File: config.mk
export PLATFORM = sky130hd
export DESIGN_NAME = systolic_array_controller
export DESIGN_NICKNAME = d
export VERILOG_FILES = /design/src/rtl/systolic_array_controller.sv
export SDC_FILE = /design/constraint.sdc
export NUM_CORES = 1
export LEC_CHECK = 0
export ABC_AREA = 1
export ABC_CLOCK_PERIOD_IN_PS = 2970
export BUFFER_PORTS_ARGS = -buffer_cell sky130_fd_sc_hd__buf_2
export CAP_MARGIN = 20
export CORE_MARGIN = 5
export CORE_UTILIZATION = 28
export DETAILED_ROUTE_END_ITERATION = 7
export GPL_TIMING_DRIVEN = 0
export PLACE_DENSITY_LB_ADDON = 0.2
export SYNTH_ARGS = -nofsm -noshare
export SYNTH_HDL_FRONTEND = slang
export SYNTH_SLANG_ARGS = --single-unit
File: constraint.sdc
create_clock -name CLK -period 2.97 [get_ports CLK]
set_input_delay 0.1485 -clock CLK [delete_from_list [all_inputs] [get_ports CLK]]
set_output_delay 0.1485 -clock CLK [all_outputs]
set_load 0.01 [all_outputs]
File: src/rtl/systolic_array_controller.sv
// Weight-stationary systolic array sequencer: clear, weight load, activation stream, drain.
// Optional busy-cycle counter is built when SA_CTRL_PERF_CNT_EN is defined.
module systolic_array_controller #(
    parameter int ROWS   = 4,
    parameter int COLS   = 4,
    parameter int VEC_W  = 8,
    parameter int ADDR_W = 10
) (
    input  logic              CLK,
    input  logic              ASYNC_RST,
    input  logic              start,
    input  logic [VEC_W-1:0]  num_vecs,
    input  logic              abort,
    output logic              busy,
    output logic              done,
    output logic              w_rd_en,
    output logic [ADDR_W-1:0] w_addr,
    output logic              a_rd_en,
    output logic [ADDR_W-1:0] a_addr,
    output logic              SYNC_RST,
    output logic              LOAD,
    output logic              EN,
    output logic              act_zero,
    output logic [COLS-1:0]   out_col_valid,
    output logic [31:0]       perf_cycles
);

    localparam int CW = VEC_W + $clog2(ROWS + COLS + 1);

    typedef enum logic [2:0] {
        S_IDLE,
        S_CLEAR,
        S_LOAD_W,
        S_COMPUTE,
        S_DRAIN,
        S_DONE
    } state_t;

    state_t           state;
    logic [CW-1:0]    cnt;
    logic [CW-1:0]    e_cnt;
    logic [VEC_W-1:0] n_reg;
    logic             in_cd;
    logic             kill;

    assign in_cd = (state == S_COMPUTE) || (state == S_DRAIN);
    assign kill  = (state != S_IDLE) && abort;

    // Buffer-side outputs are registered from the next state; array-side ones lag the current state.
    always_ff @(posedge CLK or negedge ASYNC_RST) begin
        if (!ASYNC_RST) begin
            state         <= S_IDLE;
            cnt           <= '0;
            e_cnt         <= '0;
            n_reg         <= '0;
            busy          <= 1'b0;
            done          <= 1'b0;
            w_rd_en       <= 1'b0;
            w_addr        <= '0;
            a_rd_en       <= 1'b0;
            a_addr        <= '0;
            SYNC_RST      <= 1'b0;
            LOAD          <= 1'b0;
            EN            <= 1'b0;
            act_zero      <= 1'b0;
            out_col_valid <= '0;
        end else begin
            SYNC_RST <= (state == S_CLEAR) || kill;
            LOAD     <= (state == S_LOAD_W) && !kill;
            EN       <= in_cd && !kill;
            act_zero <= (state == S_DRAIN) && !kill;
            for (int unsigned j = 0; j < COLS; j++) begin
                out_col_valid[j] <= in_cd && !kill
                                    && (e_cnt >= CW'(ROWS + j))
                                    && (e_cnt < CW'(ROWS + j) + CW'(n_reg));
            end
            e_cnt <= (in_cd && !kill) ? e_cnt + CW'(1) : '0;

            w_rd_en <= 1'b0;
            w_addr  <= '0;
            a_rd_en <= 1'b0;
            a_addr  <= '0;
            done    <= 1'b0;

            case (state)
                S_IDLE: begin
                    cnt <= '0;
                    if (start && (num_vecs != '0)) begin
                        n_reg <= num_vecs;
                        state <= S_CLEAR;
                        busy  <= 1'b1;
                    end
                end
                S_CLEAR: begin
                    state   <= S_LOAD_W;
                    cnt     <= '0;
                    w_rd_en <= 1'b1;
                end
                S_LOAD_W: begin
                    if (cnt == CW'(COLS - 1)) begin
                        state   <= S_COMPUTE;
                        cnt     <= '0;
                        a_rd_en <= 1'b1;
                    end else begin
                        cnt     <= cnt + CW'(1);
                        w_rd_en <= 1'b1;
                        w_addr  <= ADDR_W'(cnt + CW'(1));
                    end
                end
                S_COMPUTE: begin
                    if (cnt == CW'(n_reg) - CW'(1)) begin
                        state <= S_DRAIN;
                        cnt   <= '0;
                    end else begin
                        cnt     <= cnt + CW'(1);
                        a_rd_en <= 1'b1;
                        a_addr  <= ADDR_W'(cnt + CW'(1));
                    end
                end
                S_DRAIN: begin
                    if (cnt == CW'(ROWS + COLS - 2)) begin
                        state <= S_DONE;
                        cnt   <= '0;
                        done  <= 1'b1;
                    end else begin
                        cnt <= cnt + CW'(1);
                    end
                end
                S_DONE: begin
                    state <= S_IDLE;
                    busy  <= 1'b0;
                end
                default: begin
                    state <= S_IDLE;
                    busy  <= 1'b0;
                end
            endcase

            if (kill) begin
                state   <= S_IDLE;
                cnt     <= '0;
                busy    <= 1'b0;
                done    <= 1'b0;
                w_rd_en <= 1'b0;
                w_addr  <= '0;
                a_rd_en <= 1'b0;
                a_addr  <= '0;
            end
        end
    end

`ifdef SA_CTRL_PERF_CNT_EN
    always_ff @(posedge CLK or negedge ASYNC_RST) begin
        if (!ASYNC_RST) begin
            perf_cycles <= '0;
        end else if (state == S_IDLE) begin
            if (start && (num_vecs != '0)) perf_cycles <= '0;
        end else if (perf_cycles != '1) begin
            perf_cycles <= perf_cycles + 32'd1;
        end
    end
`else
    assign perf_cycles = '0;
`endif

endmodule
# Word level (Yosys, flattened, before mapping)
# Cells that the tools add are included.
# op_classes
n_addsub,7
magnitude_cmp,8
eq_ne,12
mux,31
n_reduce_logical,25
# op_table
operator,count
10-bit two-way mux,6
12-bit two-way mux,5
12-bit by 3-bit greater-or-equal comparator with 1-bit output (second input constant),4
12-bit by 9-bit less-than comparator with 1-bit output,4
12-bit one-hot mux with 4 select lines,1
3-bit by 8-bit adder with 9-bit output (first input constant),4
12-bit by 1-bit adder with 12-bit output (second input constant),2
3-bit two-way mux,5
3-bit one-hot mux with 5 select lines,1
1-bit logical AND,13
12-bit == test,1
12-bit by 2-bit == test with 1-bit output (second input constant),1
12-bit by 3-bit == test with 1-bit output (second input constant),1
1-bit two-way mux,10
3-bit by 2-bit inequality test with 1-bit output (second input constant),3
8-bit by 1-bit subtractor with 9-bit output (second input constant),1
8-bit nonzero test,1
3-bit by 2-bit == test with 1-bit output (second input constant),2
1-bit one-hot mux with 2 select lines,3
5-bit nonzero test,1
2-bit AND reduction,2
4-bit AND reduction,1
4-bit OR reduction,1
3-bit by 1-bit == test with 1-bit output (second input constant),1
8 further kinds,9
# word_totals
register_bits,67
input_bits,12
word_cells,98

# Longest topological paths before layout
# depth
depth_word,6
mapped_depth,15
mapped_depth_nobuf,14

# Worst setup path after synthesis
# Ideal clock, no wire load.
# synth_timing
path_kind,reg2reg
startpoint,reg n_reg[2]
endpoint,reg out_col_valid[1]
setup_time_ns,0.086
t_arrival_ns,2.012
required_time_ns,2.884
path_slack_ns,0.872
stages_incl_launch_ff,13
path_buffers,0
period_less_slack_ns,2.098
cell_sequence,dfrtp_1 inv_1 ha_1 nand2_1 nand2_1 nand2_1 xor2_1 ha_1 a21oi_1 o21ai_0 a211oi_1 nand2_1 nor3_1
# synth_between
elab_chain_len,3
# synth_lines
element,line,rtl
start: declaration,42,logic [VEC_W-1:0] n_reg;
start signal: assignment,89,n_reg <= num_vecs;
3-bit by 8-bit adder with 9-bit output,75,&& (e_cnt < CW'(ROWS + j) + CW'(n_reg));
12-bit by 9-bit less-than comparator with 1-bit output,75,
1-bit logical AND,75,
end signal: indexed assignment,73,out_col_valid[j] <= in_cd && !kill
end: declaration,24,"output logic [COLS-1:0] out_col_valid,"
# Every way passes these cells.
# A chain may end at the register's enable or synchronous reset.

# Final worst setup path
# layout_timing
startpoint,reg n_reg[2]
endpoint,reg out_col_valid[3]
# The elaborated chain is that of the path after synthesis.

==> impl_metrics.env <==
export IMPL_htreeDepth=3
export IMPL_syn2layout_area_growth_pct=19.40
export IMPL_hpwl_um=8895
export IMPL_num_vias=3943
export IMPL_power_frac_clock_pct=24.9
export IMPL_antenna_found_initial=0
export IMPL_grt_pass1_vias=4000
export IMPL_ys_types=35
export IMPL_sequentialPowerShare_pct=28.6
export IMPL_finalCriticalPeriod_ns=2.642
export IMPL_root_buffer="clkbuf_16"
export IMPL_cp_data_required_time_ns=3.18
export IMPL_synth_seq_cells=67
export IMPL_placed_area_um2=5248
export IMPL_grt_overflow=0
export IMPL_ys_seq_area_share_pct=36.15
export IMPL_die_w_um=138.7
export IMPL_cts_tree="yes"
export IMPL_initial_utilization_pct=28.27
export IMPL_largestRegisters="cnt: 12 flops, e_cnt: 12 flops"
export IMPL_yosys_warnings=0
export IMPL_utilization_pct=33.75
export IMPL_crit_path_start="n_reg[2]"
export IMPL_final_antenna_net_count=0
export IMPL_drt_total_wl_um=11470
export IMPL_hold_ws_ns=0.03598
export IMPL_rsz0062_at_grt="false"
export IMPL_worstReg2RegEnd="out_col_valid[3]"
export IMPL_use_met2_pct=21.07
export IMPL_crit_top_cell="nand2_1"
export IMPL_grt_busiest_layer="met2"
export IMPL_clkLatencyLatePin_ns=0.34
export IMPL_coreArea_um2=16410
export IMPL_ios=76
export IMPL_final_layout_size_suffix_gt1_share_pct=15.80
export IMPL_r2r_start="n_reg[2]"
export IMPL_diodes=0
export IMPL_cts_resized=0
export IMPL_slew_viol_final=0
export IMPL_grt_pass1_wl_um=19690
export IMPL_worstPathMaxFanout=10
export IMPL_crit_chain="inv_1, ha_1, nand2_2, nand2_1, nand2_1, ha_1, nand2_1, o21ai_0, nand3_1, nand2_1, nand2_1, nand2_1, a21oi_1"
export IMPL_hold_class="in -> reg"
export IMPL_power_density_nw_per_um2=727.9
export IMPL_num_rows=47
export IMPL_clkTransAtPathRegs_ns=0.05
export IMPL_peakVddDrop_mv=0.3297
export IMPL_max_freq_ghz=0.3785
export IMPL_port_buffers=43
export IMPL_worstSetupPathType="reg -> reg"
export IMPL_drc=0
export IMPL_finalSetupTns_ns=0
export IMPL_final_hold_viol_count=0
export IMPL_cp_arrival_ns=2.86
export IMPL_multiInputGateArea_um2=2512
export IMPL_routedWlPerCell_um=12.35
export IMPL_synth_cells=619
export IMPL_n_fill_cell=1751
export IMPL_worst_setup_path_end_kind="register"
export IMPL_critical_path_endpoint="out_col_valid[3]"
export IMPL_worst_r2r_path_depth=13
export IMPL_critPathMaxStageDelay_ns=0.48
export IMPL_regArea_um2=1677
export IMPL_drt_pass1_iterations=6
export IMPL_cts_setup_buffers=0
export IMPL_netlist_area_um2=4638
export IMPL_setup_viol=0
export IMPL_numCtsBuffers=9
export IMPL_clk_path_buf_depth=2
export IMPL_period_share_pct=88.96
export IMPL_p_leak_nw=2.993
export IMPL_critPathSlowestCell="dfrtp_1"
export IMPL_r2r_slack_ns=0.33
export IMPL_syn_mean_instance_area_um2=7.493
export IMPL_drv_cap=0
export IMPL_drt_iter0_drc=165
export IMPL_avgViaCountPerCell=4.244
export IMPL_p_sw_w=0.001714
export IMPL_p_total_w=0.004031
export IMPL_fin_nets=762
export IMPL_grt_max_degree=68
export IMPL_grtUsageMet1_pct=15.21
export IMPL_netSwitchingFraction_pct=42.51
export IMPL_cts_sinks=67
export IMPL_gp_congestion=0.8337
export IMPL_outcome="complete, no violations"
export IMPL_slew_headroom_pct=39.97
export IMPL_dieArea_um2=19240
export IMPL_globalRouteTotalUtil_pct=12.56
export IMPL_start_kind="register"
export IMPL_use_met3_pct=4.000
export IMPL_p_comb_share_pct=46.5
export IMPL_internal_power_w=0.002317
export IMPL_fin_skew_ns=0.006088
export IMPL_worstMarginPinSlew_ns=0.9004
export IMPL_final_area_um2=5538
export IMPL_dieHeight_um=138.7
-- worst max-delay path, delay by kind of cell (launching register included) --
kind,cells,cell delay (ns)
compound gates,2,0.37
fa+ha+maj,2,0.66
buf+inv,1,0.32
flops,1,0.48
simple gates,8,0.70
-- placed cells by master (no fill, tap or decap), drive strengths merged, types with 16 or more instances in the layout --
master  instances
a21oi          24
buf            84
clkbuf         16
conb           32
dfrtp          67
ha             45
inv            65
nand2         173
nand3          30
nor2           82
o21ai          33
xor2           27
-- synth_stat cells --
master / n / share of area (%)
nand2_2: 2 / 0.27
nand3_2: 1 / 0.22
o21ai_0: 32 / 3.5
and3_1: 1 / 0.13
clkbuf_1: 3 / 0.24
buf_4: 35 / 5.7
inv_1: 61 / 4.9
a21oi_2: 1 / 0.19
xor2_1: 27 / 5.1
buf_2: 4 / 0.43
a21oi_1: 23 / 2.5
nor2_1: 79 / 6.4
a221oi_1: 1 / 0.19
nand2_1: 171 / 14
o21a_1: 2 / 0.32
a21boi_0: 1 / 0.16
conb_1: 1 / 0.081
o21ai_1: 1 / 0.11
inv_2: 4 / 0.32
ha_1: 45 / 12
clkinv_2: 1 / 0.11
buf_6: 2 / 0.49
nor2_4: 1 / 0.24
a211oi_1: 2 / 0.32
nor3_2: 1 / 0.22
nand4_1: 3 / 0.40
dfrtp_1: 67 / 36
nand3_1: 29 / 3.1
nor3_1: 10 / 1.1
a31oi_1: 1 / 0.13
nor2_2: 2 / 0.27
nor4_1: 1 / 0.13
nor3b_1: 2 / 0.32
xnor2_1: 1 / 0.19
or2_2: 1 / 0.13
-- layout make-up --
class	count	area share, %
inverter	66	4.496
buffer	44	5.716
timing repair buffer	44	4.112
clock buffer	13	4.880
clock inverter	2	0.1808
tap	220	4.971
multi-input combinational	473	45.37
sequential	67	30.28
-- repair_timing --
item / 4_1_cts / 5_1_grt
hold buffers: 1 / 0
setup endpoints to repair: 0 / 0
endpoints found under the hold margin: 67 / 0
-- power groups by stage --
stage,clock [W],sequential (W),combinational [W]
CTS,0.00104,0.00116,0.00190
global placement,0,0.00117,0.00185
global route,0.00108,0.00117,0.00219
finish,0.00100,0.00115,0.00187
floorplan,0,0.00115,0.00140
detailed placement,0,0.00117,0.00189
-- per-layer routing --
layer  vias to the layer above  part of all wire [%]
li1                       2063                     -
met1                      1803                    45
met2                        63                    48
met3                        14                   4.4
met4                         0                   2.1
met5                         -                     0
-- through the flow --
step,cells,setup WS [ns]
floorplan,650,0.8725
global placement,913,0.3299
detailed placement,913,0.3692
CTS,929,0.3456
global route,929,0.08923
finish,929,0.3280
-- how the worst min path moves through the flow --
stage	end	cells after the start	start	slack, ns
after detailed placement	out_col_valid[1]	1	ASYNC_RST	0.35
final	n_reg[6]	3	num_vecs[6]	0.04
after floorplan	EN	0	ASYNC_RST	-0.15
after global routing	n_reg[4]	3	num_vecs[4]	0.04
after global placement	n_reg[7]	3	num_vecs[7]	0.38
after CTS	act_zero	2	abort	0.02
-- logic make-up (layout without fill, tap and decap cells) --
group                      after synthesis  count (layout)  synth area share (%)
adders and majority gates               45              45                 12.14
xor gates and xnor gates                28              28                 5.287
AOI/OAI and AO/OA                       64              64                 7.364
buffers and inverters                  110             169                 12.19
and+or+nand+nor                        304             304                 26.79
other                                    1              32               0.08085
DFF                                     67              67                 36.15
No activity file was read; power rests on OpenSTA's default activity.
